`config.mk`:
```
export PLATFORM = sky130hd
export DESIGN_NAME = spi_host_master
export DESIGN_NICKNAME = d
export VERILOG_FILES = /design/src/rtl/spi_host_master.sv
export SDC_FILE = /design/constraint.sdc
export NUM_CORES = 1
export LEC_CHECK = 0
export ABC_CLOCK_PERIOD_IN_PS = 2450
export CAP_MARGIN = 30
export CORE_MARGIN = 2
export CORE_UTILIZATION = 35
export DETAILED_ROUTE_END_ITERATION = 8
export PLACE_DENSITY = 0.6
export SYNTH_ARGS = -nofsm -noshare
export SYNTH_HDL_FRONTEND = slang
export SYNTH_SLANG_ARGS = --single-unit
```
`constraint.sdc`:
```
create_clock -name clk -period 2.45 [get_ports clk]
set_input_delay 0.6125 -clock clk [delete_from_list [all_inputs] [get_ports clk]]
set_output_delay 0.6125 -clock clk [all_outputs]
set_load 0.03 [all_outputs]
```
`src/rtl/spi_host_master.sv`:
```
// spi_host_master: 16-bit SPI frame master (CPOL=0) for the sensor-register
// slave. Carries out register writes, register reads with 11-bit readback,
// and standalone LDB load pulses. Accepts one operation per handshake.
module spi_host_master #(
    parameter int unsigned CLK_DIV   = 2,
    parameter int unsigned CS_SETUP  = 2,
    parameter int unsigned CS_HOLD   = 2,
    parameter int unsigned CS_IDLE   = 4,
    parameter int unsigned LDB_WIDTH = 2
) (
    input  logic        clk,
    input  logic        rst,
    input  logic        cmd_valid,
    output logic        cmd_ready,
    input  logic        cmd_rw,
    input  logic [3:0]  cmd_addr,
    input  logic [10:0] cmd_wdata,
    input  logic        ldb_valid,
    output logic        done,
    output logic [10:0] rdata,
    output logic        sclk,
    output logic        mosi,
    input  logic        miso,
    output logic        csb,
    output logic        ldb
);

    typedef enum logic [2:0] {IDLE, SETUP, SHIFT, HOLD, LOAD, GAP} state_t;

    localparam logic [15:0] SETUP_LAST = 16'(CS_SETUP - 1);
    localparam logic [15:0] BIT_LAST   = 16'(2 * CLK_DIV - 1);
    localparam logic [15:0] SCLK_HIGH  = 16'(CLK_DIV);
    localparam logic [15:0] HOLD_LAST  = 16'(CS_HOLD - 1);
    localparam logic [15:0] LOAD_LAST  = 16'(LDB_WIDTH + 1);
    localparam logic [15:0] LDB_LAST   = 16'(LDB_WIDTH);
    localparam logic [15:0] GAP_LAST   = 16'(CS_IDLE - 1);

    state_t      state, state_d;
    logic [15:0] cnt, cnt_d;
    logic [3:0]  bit_idx, bit_d;
    logic [15:0] frame, frame_d;
    logic [10:0] rx, rx_d;

    logic        csb_d, ldb_d, sclk_d, mosi_d, done_d;
    logic [10:0] rdata_d;

    assign cmd_ready = (state == IDLE);

    // State register plus per-state cycle counter, bit index, frame and receive shifter
    always_ff @(posedge clk or posedge rst) begin
        if (rst) begin
            state   <= IDLE;
            cnt     <= '0;
            bit_idx <= '0;
            frame   <= '0;
            rx      <= '0;
        end else begin
            state   <= state_d;
            cnt     <= cnt_d;
            bit_idx <= bit_d;
            frame   <= frame_d;
            rx      <= rx_d;
        end
    end

    // Next-state logic: sequence SETUP/SHIFT/HOLD or LOAD, always followed by GAP
    always_comb begin
        state_d = state;
        cnt_d   = cnt + 16'd1;
        bit_d   = bit_idx;
        frame_d = frame;
        case (state)
            IDLE: begin
                cnt_d = '0;
                bit_d = '0;
                if (ldb_valid) begin
                    state_d = LOAD;
                end else if (cmd_valid) begin
                    state_d = SETUP;
                    frame_d = {cmd_rw, cmd_addr, cmd_rw ? 11'd0 : cmd_wdata};
                end
            end
            SETUP: begin
                if (cnt == SETUP_LAST) begin
                    state_d = SHIFT;
                    cnt_d   = '0;
                end
            end
            SHIFT: begin
                if (cnt == BIT_LAST) begin
                    cnt_d = '0;
                    if (bit_idx == 4'd15) begin
                        state_d = HOLD;
                    end else begin
                        bit_d = bit_idx + 4'd1;
                    end
                end
            end
            HOLD: begin
                if (cnt == HOLD_LAST) begin
                    state_d = GAP;
                    cnt_d   = '0;
                end
            end
            LOAD: begin
                if (cnt == LOAD_LAST) begin
                    state_d = GAP;
                    cnt_d   = '0;
                end
            end
            GAP: begin
                if (cnt == GAP_LAST) begin
                    state_d = IDLE;
                    cnt_d   = '0;
                end
            end
            default: begin
                state_d = IDLE;
                cnt_d   = '0;
            end
        endcase
    end

    // Output decode from the upcoming state so every pin is a plain register;
    // MISO is taken in the cycle where the registered SCLK is high for the first time
    always_comb begin
        csb_d   = !(state_d inside {SETUP, SHIFT, HOLD, LOAD});
        sclk_d  = (state_d == SHIFT) && (cnt_d >= SCLK_HIGH);
        mosi_d  = (state_d inside {SETUP, SHIFT, HOLD}) ? frame_d[4'd15 - bit_d] : 1'b0;
        ldb_d   = !((state_d == LOAD) && (cnt_d >= 16'd1) && (cnt_d <= LDB_LAST));
        done_d  = ((state == HOLD) || (state == LOAD)) && (state_d == GAP);
        rx_d    = ((state == SHIFT) && (cnt == SCLK_HIGH)) ? {rx[9:0], miso} : rx;
        rdata_d = ((state == HOLD) && (state_d == GAP) && frame[15]) ? rx : rdata;
    end

    // Output registers
    always_ff @(posedge clk or posedge rst) begin
        if (rst) begin
            csb   <= 1'b1;
            ldb   <= 1'b1;
            sclk  <= 1'b0;
            mosi  <= 1'b0;
            done  <= 1'b0;
            rdata <= '0;
        end else begin
            csb   <= csb_d;
            ldb   <= ldb_d;
            sclk  <= sclk_d;
            mosi  <= mosi_d;
            done  <= done_d;
            rdata <= rdata_d;
        end
    end

endmodule

```
==> results.json <==
{
  "status": "complete, but fails checks",
  "violations": "negative setup slack",
  "vias_per_cell": 4.80,
  "required_ps": 2680,
  "wl_per_cell_um": 13.4,
  "ctsHoldBuffers": 0,
  "path_class": "flip-flop to flip-flop",
  "diodes": 0,
  "max_freq_mhz": 407,
  "syn_inst": 324,
  "cts_root_buf": "clkbuf_8",
  "gr-total-overflow": 0,
  "final_nets": 432,
  "synth_fa_ha_area_frac": 0.0145,
  "synthFlopType": "dfrtp_1",
  "drive_above_1_share": 0.330,
  "synth.distinct_cells": 58,
  "tightest_slew_ps": 386,
  "critPathLaunchType": "flip-flop",
  "avgSynthCellArea_sq_um": 10.7,
  "async_reset_ff_frac": 1.00,
  "synth_seq_area_share": 0.478,
  "grt_pass1_vias": 2621,
  "vdd_ir_drop_max_v": 0.000414,
  "synth_edf_count": 0,
  "yosysWarnings": 0,
  "firstDrtPassIters": 4,
  "dp_hpwl_um": 5060,
  "clk_path_buf_depth": 2,
  "drv_slew": 0,
  "wl_um": 7320,
  "layout_commonest_cell": "dfrtp_1",
  "portBuffers": 37,
  "end_kind": "flip-flop",
  "preCtsSetupSlack_ps": -211,
  "rows": 36,
  "grt_antenna_before_repair": 0,
  "vias": 2617,
  "grt_max_degree": 45,
  "ant_nets": 0,
  "syn_to_final_growth_pct": 37.0,
  "coreArea_sq_um": 9680,
  "muxShareOfSynthArea": 0.131,
  "htree_levels": 3,
  "synth_nets": 349,
  "dieWidth_um": 103,
  "final_cell_area_sq_um": 4740,
  "cts_made_buffers": 9,
  "rsz0062_at_grt": "yes",
  "holdWs_ps": 497,
  "path_max_fanout": 5,
  "die_h_um": 103,
  "ys_ff_latch": 66,
  "leakagePower_nw": 2.19,
  "total_power_w": 0.00399,
  "synth_area_sq_um": 3460,
  "crit_arrival_ps": 2690,
  "slew_headroom": 0.741,
  "synth_xor_area_frac": 0.0431,
  "die_area_sq_um": 10700,
  "min_period_over_period": 1.00,
  "fin_ws_ps": -8.94,
  "p_per_area_nw_per_um2": 841,
  "clock_latency_ps": 340,
  "cts_tree": "built",
  "grt_pass1_wl_um": 12100,
  "hold_viol": 0,
  "drt_iter0_drc": 115,
  "cts_num_sinks": 66,
  "post-route-min-period_ps": 2460,
  "place_area_sq_um": 4240,
  "path_clk_slew_ps": 80,
  "gr-usage-all-layers": 0.144,
  "synth_top_family_by_area": "simple AND/OR/NAND/NOR gates",
  "drv_cap": 0,
  "synth_compound_area_frac": 0.0832,
  "gp_congestion": 0.809,
  "skew_ps": 7.94,
  "min_path_type": "flip-flop to flip-flop",
  "drc": 0,
  "final_cell_mix": "64 x dfrtp_1, 43 x buf_4, 36 x clkdlybuf4s50_1",
  "setup_viol": 5,
  "initial_utilization": 0.357,
  "synth-simple-area-share": 0.208,
  "ios": 38
}
[cell type report]
class | instances | area, sq um
Tap cell | 133 | 166
Sequential cell | 66 | 1650
Multi-Input combinational cell | 230 | 1830
Fill cell | 883 | 4950
Clock buffer | 9 | 124
Clock inverter | 7 | 100
Timing Repair Buffer | 88 | 822
Inverter | 12 | 45.0
[cells by family (layout without fill, tap and decap cells)]
| logic type | count (synthesis) | after routing |
|---|---|---|
| multiplexers | 38 | 38 |
| adder cells (fa/ha/maj) | 4 | 4 |
| flip-flops | 66 | 66 |
| AO/OA/AOI/OAI | 45 | 45 |
| AND/OR/NAND/NOR | 126 | 126 |
| XOR/XNOR | 17 | 17 |
| buffers and inverters | 28 | 116 |
[critical path, stage by stage, from the launching register on]
cell       delay (ps)
dfrtp_1           380
or4_4             600
nor4b_4           290
a31oi_2           140
a22oi_4           220
nand2_4            80
nor2_4            160
clkbuf_16         180
mux2_4            290
[where the power goes]
part	switching, W	internal [W]
logic	0.000830	0.000717
registers	0.000114	0.00129
clock network	0.000455	0.000582
total	0.00140	0.00259
[flip-flops by register name, summed over array words and instances (netlist names)]
| register | cells |
|---|---|
| cnt | 16 |
| frame | 16 |
| rdata | 11 |
| rx | 11 |
| bit_idx | 4 |
| state | 3 |
| csb | 1 |
| done | 1 |
| ldb | 1 |
| mosi | 1 |
| sclk | 1 |
[cells in the mapped netlist, drive strengths merged, types with 2 or more instances]
cell / number / area share
a21oi: 6 / 0.0087
a31o: 2 / 0.0051
a31oi: 3 / 0.0054
and2: 2 / 0.0036
and3: 7 / 0.013
and4: 3 / 0.0076
buf: 9 / 0.021
clkbuf: 7 / 0.0080
dfrtp: 64 / 0.46
dfstp: 2 / 0.015
ha: 4 / 0.014
inv: 12 / 0.013
mux2: 27 / 0.099
mux2i: 11 / 0.032
nand2: 26 / 0.030
nand2b: 11 / 0.020
nand3: 10 / 0.014
nand4: 4 / 0.0090
nor2: 29 / 0.034
nor3: 14 / 0.026
nor4: 6 / 0.014
nor4b: 2 / 0.0087
o21ai: 23 / 0.034
or2: 4 / 0.0072
or2b: 2 / 0.0051
or3: 2 / 0.0036
or4: 2 / 0.0054
xnor2: 9 / 0.023
xor2: 8 / 0.020
[metal layers]
layer | vias up | track usage | routed length [um]
li1 | 1307 | - | -
met2 | 41 | 0.222 | 3510
met5 | - | 0 | 0
met4 | 0 | 0.0597 | 109
met3 | 11 | 0.0316 | 223
met1 | 1258 | 0.198 | 3480
[final timing paths]
kind	slack [ps]	cells past startpoint	endpoint	from
min	500	2	frame[1]	frame[1]
max	-9	8	rdata[3]	cnt[14]
min in group asynchronous	630	3	rdata[8]	rst
max in group asynchronous	1550	3	frame[12]	rst
max reg2reg	-9	8	rdata[3]	cnt[14]
min reg2reg	500	2	frame[1]	frame[1]
[what timing repair did]
action / in CTS / in global routing
pin swaps: 3 / 8
resized for setup: 8 / 25
buffers inserted: 2 / 6
gates cloned: 0 / 2
endpoints found under the setup margin: 12 / 11
[metrics by stage]
| stage | util | cells | setup TNS [ps] |
|---|---|---|---|
| after floorplan | - | 324 | 0 |
| after global placement | 0.438 | 519 | -2130 |
| after detailed placement | 0.438 | 519 | -2250 |
| after CTS | 0.467 | 537 | 0 |
| after global routing | 0.489 | 545 | -1160 |
| final | 0.489 | 545 | -42.7 |
Note: power is estimated with default switching activity, not from simulation.
==> variant 1, RTL diff (same settings) <==
One comparison of `cnt` changes from == to >=.
--- a/src/rtl/spi_host_master.sv
+++ b/src/rtl/spi_host_master.sv
@@ -130,5 +130,5 @@
         ldb_d   = !((state_d == LOAD) && (cnt_d >= 16'd1) && (cnt_d <= LDB_LAST));
         done_d  = ((state == HOLD) || (state == LOAD)) && (state_d == GAP);
-        rx_d    = ((state == SHIFT) && (cnt == SCLK_HIGH)) ? {rx[9:0], miso} : rx;
+        rx_d    = ((state == SHIFT) && (cnt >= SCLK_HIGH)) ? {rx[9:0], miso} : rx;
         rdata_d = ((state == HOLD) && (state_d == GAP) && frame[15]) ? rx : rdata;
     end
Behaviour: no difference found for any inputs over 10 cycles, from zero or initial values and one cycle with rst high; that may be too few to reach the edited logic, so the function may still have changed.
==> variant 1 against the original RTL <==
  * The run still ends with negative setup slack left
  * Total power up 11%
  * Count of clock-buffer cells in the layout up 1
  * Sequential cell count unchanged
  * Worst setup slack worse by 0.24 ns
  * Final area up 1.6%
  * Routed wire length down 1.1%
  * Synthesized area down 0.58%
  * Die area down 0.56%
  * Critical path type unchanged
  * Critical endpoint is now mosi
  * Largest power group unchanged
  * Highest routed layer unchanged
==> variant 1: results (changes against the original RTL) <==
final setup violation count=14 (+9); WL met2=3380 um (-3.8%); fraction of area in registers=34.4% (-0.56 points); clock buf count=10 (+1); DP HPWL=5260 um (+4.0%); Worst path max stage delay=0.45 ns (-0.15 ns); synth top area cells=dfrtp_1, mux2_2, nor2_1; GP Congestion=0.779 (-3.7%); cell-internal power=0.00293 W (+13%); combinational power=0.00199 W (+28%); crit-path max FO=4 (-1); Netlist cell types=50 (-14%); NonClk Buf Share=19.1% (+1.7 points); fillers=903 (+2.3%); via density per instance=4.70 (-2.2%); skew final=0.00681 ns (-0.00113 ns); Seq/Total Area, Yosys=48.1% (+0.28 points); leakage power=2.26 nW (+3.5%); met3 usage=3.73% (+0.57 points); M1 WL=3510 um (+1.1%); vias in the first global route=2603 (-0.69%); Post-synth ARST share=100% (unchanged); Synth Net Count=355 (+1.7%); final worst slack=-0.253 ns (-0.244 ns); invs w/o clock=30 (+18); #MultiIn Comb=218 (-5.2%); Synth Area per Inst=10.4 sq um (-2.4%); run status=finished, violations left; nets=453 (+4.9%); crit path DAT=2.93 ns (+0.24 ns); met3 WL post-DR=242 um (+8.5%); grt met2 use=22.7% (+0.54 points); Worst VDD drop=0.336 mV (-19%); Cells after Synth=330 (+1.9%); GR Util All Layers=14.8% (+0.33 points); Setup TNS=-0.526 ns (-0.484 ns); nonclk buf count=103 (+17%); multi-input logic portion of the cell area=36.0% (-2.5 points); Avg WL per Cell=12.8 um (-4.8%); violated checks=negative setup slack; Post-Place Cells=546 (+5.2%); Synth top cells by count=dfrtp_1, mux2_2, nor2_1; Post-DP Area=4390 sq um (+3.7%); Starting DRT DRC Count=100 (-13%); layout cells sized above 1=35.3% (+2.3 points)
[variant 1: cell count changes after synthesis, sizes merged, moves of 4 or more]
cell   before  now
a21oi       6    2
inv        12   30
mux2       27   42
nand2      26   19
nor3       14    3
o21ai      23    6
[variant 1: cells by family (layout without fill, tap and decap cells)]
kind of cell	count (synthesis)	in the layout	share of synthesized area (%)
compound gates	30	30	6.52
xor+xnor	19	19	4.84
fa+ha+maj	4	4	1.46
buf+inv	46	149	5.61
flops	66	66	48.1
mux	51	51	16.4
simple gates	114	114	17.1
[variant 1: path summary, 6_finish.rpt]
path | depth (start not counted) | start | to | slack, ns
worst max register to register | 8 | cnt[7] | mosi | -0.25
worst max-delay path | 8 | cnt[7] | mosi | -0.25
max in group asynchronous | 3 | rst | rdata[7] | 1.36
worst min-delay path | 1 | frame[13] | frame[13] | 0.50
worst min register to register | 1 | frame[13] | frame[13] | 0.50
min in group asynchronous | 2 | rst | cnt[0] | 0.60
==> variant 2, RTL diff (same flow settings) <==
Made on the original files. `rdata` no longer has a reset.
--- a/src/rtl/spi_host_master.sv
+++ b/src/rtl/spi_host_master.sv
@@ -142,5 +142,4 @@
             mosi  <= 1'b0;
             done  <= 1'b0;
-            rdata <= '0;
         end else begin
             csb   <= csb_d;
@@ -149,6 +148,9 @@
             mosi  <= mosi_d;
             done  <= done_d;
-            rdata <= rdata_d;
         end
+    end
+
+    always_ff @(posedge clk) begin
+        rdata <= rdata_d;
     end
 
Behaviour: same outputs for any inputs over 10 cycles, from zero or initial values and one cycle with rst high; that may be too few to reach the edited logic, so the function may still have changed.
==> variant 2 against the original RTL <==
  * Sequential cell count stayed put
  * Sequential power increased by 3%
  * The run still ends with negative setup slack left
  * Total power up 2.5%
  * Synthesized area shrank 5.2%
  * Cell count decreased by 4.0%
  * Combinational power increased by 14%
  * Critical path depth is 1 lower
  * Clock skew rose by 0.0025 ns
  * Largest power group unchanged
  * Worst setup slack worse by 0.41 ns
  * Routed wire length down 1.3%
  * Critical endpoint is now mosi
  * Final area fell by 2.0%
==> variant 2: results (changes against the original RTL) <==
run status=finished, violations left; violated checks=negative setup slack; Setup TNS=-3.98 ns (-3.94 ns); final setup violation count=15 (+10); Synth Area in Adders=1.53% (+0.079 points); clock slew at reported path FFs=0.07 ns; Synth top cells by count=dfrtp_1, nor2_1, nand2_1; first-pass GRT wire length=12200 um (+1.1%); crit path DAT=3.13 ns (+0.44 ns); Top delay family on crit path=simple AND/OR/NAND/NOR gates; Seq/Total Area, Yosys=52.1% (+4.3 points); Post-synth EDFFs=11 (+11); postcts setup bufs=11 (+9); H-tree depth=3 (unchanged); worst hold start=rx[10]; hold endpoint=rdata[10]; multiplexer share of the synthesized area=7.82% (-5.2 points); largest registers=cnt (16), frame (16); WL final=7220 um (-1.3%); Worst VDD drop=0.344 mV (-17%); Root Buffer=clkbuf_8; Synth Area in Compound Gates=10.2% (+1.9 points); initial antenna violation count=0 (unchanged); post_cts resized=25 (+17); GR Layer Usage met1=19.6% (-0.15 points); fillers=814 (-7.8%); Synth Net Count=332 (-4.9%); met3 usage=3.81% (+0.66 points); Cells after Synth=307 (-5.2%); skew final=0.0105 ns (+0.00251 ns); Slew @ Worst Pin=0.393 ns (+0.00733 ns); layout cells sized above 1=33.0% (unchanged); Starting DRT DRC Count=86 (-25%); Netlist cell types=49 (-16%); XOR/XNOR Fraction of Synth Area=5.34% (+1.0 points); Post-synth ARST share=83.3% (-17 points); Min-Delay Path Class=reg2reg; DP HPWL=5180 um (+2.4%); GP Congestion=0.843 (+4.2%); GR Util All Layers=15.4% (+0.97 points); synth top area cells=dfrtp_1, edfxtp_1, mux2_2; CP Capture Type=register; crit-path max FO=5 (unchanged); Post-DP Area=4190 sq um (-1.2%); TritonCTS Buffers=9 (unchanged); leakage power=2.09 nW (-4.4%); nets=432 (unchanged); reg2reg end=mosi; final worst slack=-0.420 ns (-0.412 ns); vias in the first global route=2616 (-0.19%); hold depth=0 (-2); Fin Hold WS=0.460 ns (-0.0364 ns); RR Startpoint=cnt[14]; largest net degree at the start of global routing=56 (+24%); Port Buf Inserts=37 (unchanged); grt met2 use=25.2% (+3.0 points); via density per instance=4.94 (+2.9%); FF-to-FF path depth=7 (-1)
-- variant 2: metal layers --
layer,up-vias,wire [um]
met5,-,0
met4,0,143
met3,12,234
met2,45,3470
met1,1233,3380
li1,1295,-
-- variant 2: power breakdown --
part / internal, W / switching [W] / leakage, nW
sequential: 0.00131 / 0.000128 / 0.807
combinational: 0.000876 / 0.000884 / 1.19
clock: 0.000496 / 0.000392 / 0.0974
-- variant 2: cell type report --
class / instances / share of cell area (%)
Sequential cell: 66 / 36.8
Multi-Input combinational cell: 216 / 34.9
Timing Repair Buffer: 101 / 20.2
Clock buffer: 13 / 3.21
Tap cell: 111 / 2.99
Inverter: 13 / 1.05
Clock inverter: 3 / 0.862
-- variant 2: metrics by stage --
stage	setup slack [ns]	util, %	power (W)	std cells
2_1_floorplan	-0.331	-	0.00238	307
3_3_place_gp	-0.310	45.8	0.00289	494
3_5_place_dp	-0.385	45.8	0.00293	494
4_1_cts	-0.343	50.4	0.00406	521
5_1_grt	-0.481	50.7	0.00436	523
6_report	-0.420	50.7	0.00409	523
